`src/rtl/ex_mem_reg.sv`:
```
// EX/MEM pipeline register for the pipelined LEGv8 core. It also holds the
// architectural NZCV flags, and honours stall (hold) and flush (bubble) from the hazard unit.
module ex_mem_reg #(
  parameter int DATA_W = 64,
  parameter int REG_W  = 5
) (
  input  logic              clk,
  input  logic              reset_n,
  input  logic              stall,
  input  logic              flush,
  input  logic              ex_valid,
  input  logic [DATA_W-1:0] ex_alu_result,
  input  logic [DATA_W-1:0] ex_store_data,
  input  logic [REG_W-1:0]  ex_rd,
  input  logic              ex_reg_write,
  input  logic              ex_mem_read,
  input  logic              ex_mem_write,
  input  logic              ex_mem_to_reg,
  input  logic              ex_set_flags,
  input  logic [3:0]        ex_nzcv,
  output logic              mem_valid,
  output logic [DATA_W-1:0] mem_alu_result,
  output logic [DATA_W-1:0] mem_store_data,
  output logic [REG_W-1:0]  mem_rd,
  output logic              mem_reg_write,
  output logic              mem_mem_read,
  output logic              mem_mem_write,
  output logic              mem_mem_to_reg,
  output logic [3:0]        flags_nzcv,
  output logic [3:0]        ex_flags_eff,
  output logic [REG_W-1:0]  fwd_rd,
  output logic              fwd_en
);

  localparam logic [REG_W-1:0] XZR = '1;

  logic              valid_q,      valid_d;
  logic [DATA_W-1:0] alu_q,        alu_d;
  logic [DATA_W-1:0] store_q,      store_d;
  logic [REG_W-1:0]  rd_q,         rd_d;
  logic              reg_write_q,  reg_write_d;
  logic              mem_read_q,   mem_read_d;
  logic              mem_write_q,  mem_write_d;
  logic              mem_to_reg_q, mem_to_reg_d;
  logic [3:0]        nzcv_q,       nzcv_d;

  logic capture;
  logic flags_upd;

  assign capture   = ~stall;
  assign flags_upd = capture & ~flush & ex_valid & ex_set_flags;

  always_comb begin
    // NOTE: every next-state value defaults to its held value first, so no path infers a latch.
    valid_d      = valid_q;
    alu_d        = alu_q;
    store_d      = store_q;
    rd_d         = rd_q;
    reg_write_d  = reg_write_q;
    mem_read_d   = mem_read_q;
    mem_write_d  = mem_write_q;
    mem_to_reg_d = mem_to_reg_q;
    nzcv_d       = nzcv_q;

    if (capture) begin
      // Data fields load unconditionally; a flushed slot is marked dead by its controls alone.
      alu_d   = ex_alu_result;
      store_d = ex_store_data;
      rd_d    = ex_rd;
      if (flush) begin
        valid_d      = 1'b0;
        reg_write_d  = 1'b0;
        mem_read_d   = 1'b0;
        mem_write_d  = 1'b0;
        mem_to_reg_d = 1'b0;
      end else begin
        valid_d      = ex_valid;
        reg_write_d  = ex_reg_write & ex_valid;
        mem_read_d   = ex_mem_read  & ex_valid;
        mem_write_d  = ex_mem_write & ex_valid;
        mem_to_reg_d = ex_mem_to_reg;
      end
    end

    if (flags_upd) nzcv_d = ex_nzcv;
  end

  // NOTE: state registers use non-blocking assignments so every flop samples pre-edge values.
  always_ff @(posedge clk or negedge reset_n) begin
    if (!reset_n) begin
      // NOTE: data flops are reset as well, since the MEM stage must see all-zero outputs in reset.
      valid_q      <= 1'b0;
      alu_q        <= '0;
      store_q      <= '0;
      rd_q         <= '0;
      reg_write_q  <= 1'b0;
      mem_read_q   <= 1'b0;
      mem_write_q  <= 1'b0;
      mem_to_reg_q <= 1'b0;
      nzcv_q       <= 4'b0000;
    end else begin
      valid_q      <= valid_d;
      alu_q        <= alu_d;
      store_q      <= store_d;
      rd_q         <= rd_d;
      reg_write_q  <= reg_write_d;
      mem_read_q   <= mem_read_d;
      mem_write_q  <= mem_write_d;
      mem_to_reg_q <= mem_to_reg_d;
      nzcv_q       <= nzcv_d;
    end
  end

  assign mem_valid      = valid_q;
  assign mem_alu_result = alu_q;
  assign mem_store_data = store_q;
  assign mem_rd         = rd_q;
  assign mem_reg_write  = reg_write_q;
  assign mem_mem_read   = mem_read_q;
  assign mem_mem_write  = mem_write_q;
  assign mem_mem_to_reg = mem_to_reg_q;
  assign flags_nzcv     = nzcv_q;

  // Same-instruction view of the flags, used by fused compare-and-branch in EX.
  assign ex_flags_eff = (ex_valid & ex_set_flags) ? ex_nzcv : nzcv_q;

  assign fwd_rd = rd_q;
  assign fwd_en = valid_q & reg_write_q & (rd_q != XZR);

endmodule
```
`config.mk`:
```
export PLATFORM = sky130hd
export DESIGN_NAME = ex_mem_reg
export DESIGN_NICKNAME = d
export VERILOG_FILES = /design/src/rtl/ex_mem_reg.sv
export SDC_FILE = /design/constraint.sdc
export NUM_CORES = 1
export LEC_CHECK = 0
export BUFFER_PORTS_ARGS = -buffer_cell sky130_fd_sc_hd__buf_2
export CAP_MARGIN = 20
export CORE_ASPECT_RATIO = 0.5
export CORE_MARGIN = 5
export CORE_UTILIZATION = 40
export CTS_BUF_LIST = sky130_fd_sc_hd__clkbuf_8
export CTS_CLUSTER_SIZE = 10
export DETAILED_ROUTE_END_ITERATION = 10
export PLACE_DENSITY_LB_ADDON = 0.2
export SLEW_MARGIN = 0
export SYNTH_ARGS = -nofsm -noshare
export SYNTH_HDL_FRONTEND = slang
export SYNTH_SLANG_ARGS = --single-unit
```
`constraint.sdc`:
```
create_clock -name clk -period 1.64 [get_ports clk]
set_input_delay 0.164 -clock clk [delete_from_list [all_inputs] [get_ports clk]]
set_output_delay 0.164 -clock clk [all_outputs]
set_load 0.01 [all_outputs]
```
After elaboration in Yosys (flattened, before gate mapping)
Index checks and enable logic that the tools add are counted.

Bits of input ports: 147. Latch bits: 0. Memory bits (writable): 0. Memory bits (read-only): 0. Output and inout port bits: 152. Flip-flop bits (word level): 142. Logic and storage cells: 27. Memories kept: 0.

Shifts and indexed selects: 0. Reduce and logical (&&, ||, !) cells: 0. $add $sub $neg: 0. $mul: 0. Div/mod/pow operators: 0. Order comparisons: 0. Multiplexer cells: 6. Bitwise logic cells: 11. Equality and inequality tests: 1.

Operator list (count): $and A1 B1 Y1 (9); $mux W1 (5); $ne A5 B5 Y1 const B (1); $mux W4 (1); $not A1 Y1 (2).

Logic depth before layout (Yosys ltp)
Depth in word-level cells: 4. Gate-level depth with buffers: 5. Mapped depth without buffers: 2.

Least setup slack after synthesis
No wires, ideal clock.

Path kind: input-to-reg. From: in stall. To: reg nzcv_q[0], in the netlist flags_nzcv[0]. Cell stages on the path: 3. Path slack: 541 ps. Buffers on the path: 1. Data required time: 1515 ps. Arrival: 974 ps. Path through: buf_6 nor4bb_4 mux2_2.

Cells in the longest elaborated chain, start to end: 4.

Ends and longest elaborated chain: start, declared (line 9) `input logic stall,`; $not A1 Y1 (line 50) `assign capture = ~stall;`; $and A1 B1 Y1 (3 in a row) (line 51) `assign flags_upd = capture & ~flush & ex_valid & ex_set_flags;`; end signal, assigned (line 110) `nzcv_q <= nzcv_d;`; end, declared (line 45) `logic [3:0] nzcv_q, nzcv_d;`.

No other way between the ends. A chain may end at the register's enable or synchronous reset.

Worst setup path after layout
From: reg rd_q[2], in the netlist fwd_rd[2]. To: out fwd_en.

Cells in the longest elaborated chain, start to end: 2.

Ends and longest elaborated chain: start, declared (line 40) `logic [REG_W-1:0] rd_q, rd_d;`; start signal, assigned (line 105) `rd_q <= rd_d;`; $ne A5 B5 Y1 (line 128) `assign fwd_en = valid_q & reg_write_q & (rd_q != XZR);`; $and A1 B1 Y1 (line 128); end, declared (line 32) `output logic fwd_en`.

No other way between the ends.

==> results by group <==
Run status
  – Status: completed

Synth
  – Synth warnings: 0
  – Post-synthesis sequential area ratio: 65.5%
  – Synthesized area: approximately 5400 um^2
  – Mapped Nets: 470
  – Netlist cell types: 13
  – Synth Register Bits: about 140
  – Synthesized area per cell: between 15 and 20 um^2
  – Cells after Synth: between 300 and 400

Global routing
  – Total gr overflow: 0
  – Largest net degree at the start of global routing: approximately 50
  – All-layer global routing usage: 19.1%
  – Initial antenna violation count: 1
  – Via count of the first global-routing pass: between 4,000 and 5,000
  – First-pass GRT wire length: between 20,000 and 25,000 um

Critical path
  – CP required: between 1000 and 1500 ps
  – CP Data Arrival Time: 1320 ps
  – Max incr delay on CP: a little over 400 ps
  – Kind of critical path: flip-flop to primary output
  – Crit path launch type: flip-flop
  – Worst Setup End Kind: primary output
  – CP cell instances: and3_1 -> a31oi_1 -> buf_2
  – CP max-delay cell: dfrtp_1
  – Crit-path max FO: 4

Layout
  – Sequential cell area: 3550 um^2
  – Area delta synth->final: 65.5%
  – Area occupied by multi-input gates: around 1700 um^2
  – Filler cells: just under 1,000
  – Share of cells above drive strength 1: 61.6%
  – Final Instance Area: about 9000 um^2
  – Post-layout nets: 920

Pwr
  – Clk pwr share: 33.7%
  – P_leak: 4.35 nW
  – Sequential share of power: roughly 47%
  – Peak supply drop: around 0.00048 V
  – Psw: between 2 and 2.5 mW
  – Switching share of total power: 25.5%
  – Gate power share: between 10% and 20%
  – Int Pwr: between 6 and 7 mW
  – Pwr per Cell Area: slightly below 1000 nW/um^2

STA
  – F_max: 674 MHz
  – RSZ-0062 raised after global routing: false
  – Slew @ Worst Pin: about 340 ps
  – Clock skew: 0 ps
  – Fin. max-slew vios: 0
  – Setup tns final: 0 ps
  – Final Hold Vio Count: 0
  – Final count of negative-setup-slack endpoints: 0
  – Final setup margin: between 150 and 200 ps
  – Post-route minimum period: between 1000 and 1500 ps
  – Fin crit share: 90.5%
  – Worst slew margin: 77.1%

Placement
  – Post-Place Setup Slack: between 300 and 400 ps
  – Detailed placement HPWL: 10,300 um
  – Placed Area: roughly 7000 um^2
  – Port bufs: between 200 and 300
  – Routability cong.: 0.746

Run
  – Max Cap Viol: 0

Clocking
  – Clk buf depth: 2
  – TritonCTS clock tree: built
  – H-tree depth: 4
  – CTS Root Cell: clkbuf_8
  – Worst-Skew Late Latency: a little over 400 ps
  – Clk pin slew, worst setup/hold paths: 80 ps
  – PostCTS Resize Cnt: 0
  – Inserted Clock Buffers: 17
  – Clock Sinks: roughly 140

Floorplan
  – Die X-Extent: approximately 170 um
  – Core Region: between 10,000 and 15,000 um^2
  – Starting Density: between 40% and 50%
  – Die Y: 92.4 um
  – Row cnt: 30
  – Io pins: roughly 300
  – Die ar.: 16,100 um^2

Route
  – DR pass1 iterations: 4
  – WL final: ~15,000 um
  – Antenna Nets Post-Route: 0
  – DRT iter0 DRCs: ~120
  – WL per Instance: 16.1 um
  – Vias per inst: approximately 4.5
  – DRC violation count after routing: 0
  – Via count: between 4,000 and 5,000

Worst hold path
  – Worst hold path class: input port to flip-flop
[per-layer routing]
layer	part of all wire [%]	track usage, %
met1	37	20.2
met2	55	35.9
met3	5.6	5.38
met4	3.0	8.49
met5	0	0
[placed cells by master (no fill, tap or decap), drive strengths merged]
| cell | instances |
|---|---|
| mux2 | 141 |
| o21ai | 4 |
| a31oi | 1 |
| clkinv | 6 |
| nand2b | 4 |
| nor4bb | 1 |
| a22o | 1 |
| dfrtp | 142 |
| dlygate4sd3 | 141 |
| buf | 311 |
| clkinvlp | 2 |
| diode | 1 |
| and3 | 1 |
| nand2 | 6 |
| nor2 | 1 |
| bufinv | 4 |
| clkbuf | 17 |
[cells by family after synthesis]
family,share of synthesized area (%)
DFF,65.5
muxes,29.2
buffers and inverters,3.13
and+or+nand+nor,1.52
AOI/OAI and AO/OA,0.645
[what timing repair did]
| action | in CTS | in global routing |
|---|---|---|
| setup buffers | 0 | 0 |
| hold endpoints to repair | 238 | 0 |
| hold buffers | 141 | 0 |
[metrics by stage]
stage          std cells  hold WS (ps)  total power, mW  utilization (%)
2_1_floorplan        323          -132             4.78                -
3_3_place_gp         789          81.9             5.51             53.3
3_5_place_dp         789          84.7             5.55             53.3
4_1_cts              959          5.28             8.78             66.8
5_1_grt              960          24.1             9.11             66.9
6_report             960          25.6             8.67             66.9
[worst max-delay path, delay by kind of cell, from the launching register on]
kind | cells | cell delay [ps]
AND/OR/NAND/NOR | 1 | 200
flip-flops | 1 | 410
buffers and inverters | 1 | 150
AO/OA/AOI/OAI | 1 | 140
[cell type report]
type	instances	share of cell area (%)
antenna	1	0.0279
clock buffer	17	2.60
clock inverter	12	1.92
multi-input combinational	160	19.0
sequential	142	39.5
tap	176	2.45
timing repair buffer	452	34.5
[Yosys cell counts]
cell	instances	area share, %
mux2_2	141	29
nand2b_1	4	0.46
nor2_1	1	0.069
buf_2	7	0.65
o21ai_0	4	0.37
nor4bb_4	1	0.46
a22o_1	1	0.16
buf_6	8	1.7
a31oi_1	1	0.12
nand2_1	6	0.41
buf_4	6	0.83
dfrtp_1	142	65
and3_1	1	0.12
[power groups by stage]
stage	logic, mW	registers [mW]	clock network [mW]
6_report	1.70	4.04	2.92
5_1_grt	1.84	4.09	3.18
4_1_cts	1.71	4.03	3.03
3_5_place_dp	1.45	4.10	0
3_3_place_gp	1.42	4.09	0
2_1_floorplan	0.508	4.27	0
[path summary, 6_finish.rpt]
path,start,to,slack [ps],depth (start not counted)
max in group asynchronous,reset_n,mem_store_data[57]$_DFFE_PN0N_,830,3
worst min-delay path,ex_mem_write,mem_mem_write$_DFFE_PN0N_,30,3
worst max register to register,fwd_rd[3]$_DFFE_PN0N_,fwd_rd[3]$_DFFE_PN0N_,840,1
worst max-delay path,fwd_rd[2]$_DFFE_PN0N_,fwd_en,160,3
worst min register to register,mem_store_data[61]$_DFFE_PN0N_,mem_store_data[61]$_DFFE_PN0N_,500,1
min in group asynchronous,reset_n,mem_store_data[40]$_DFFE_PN0N_,210,2
Power figures use the tool's default switching activity.
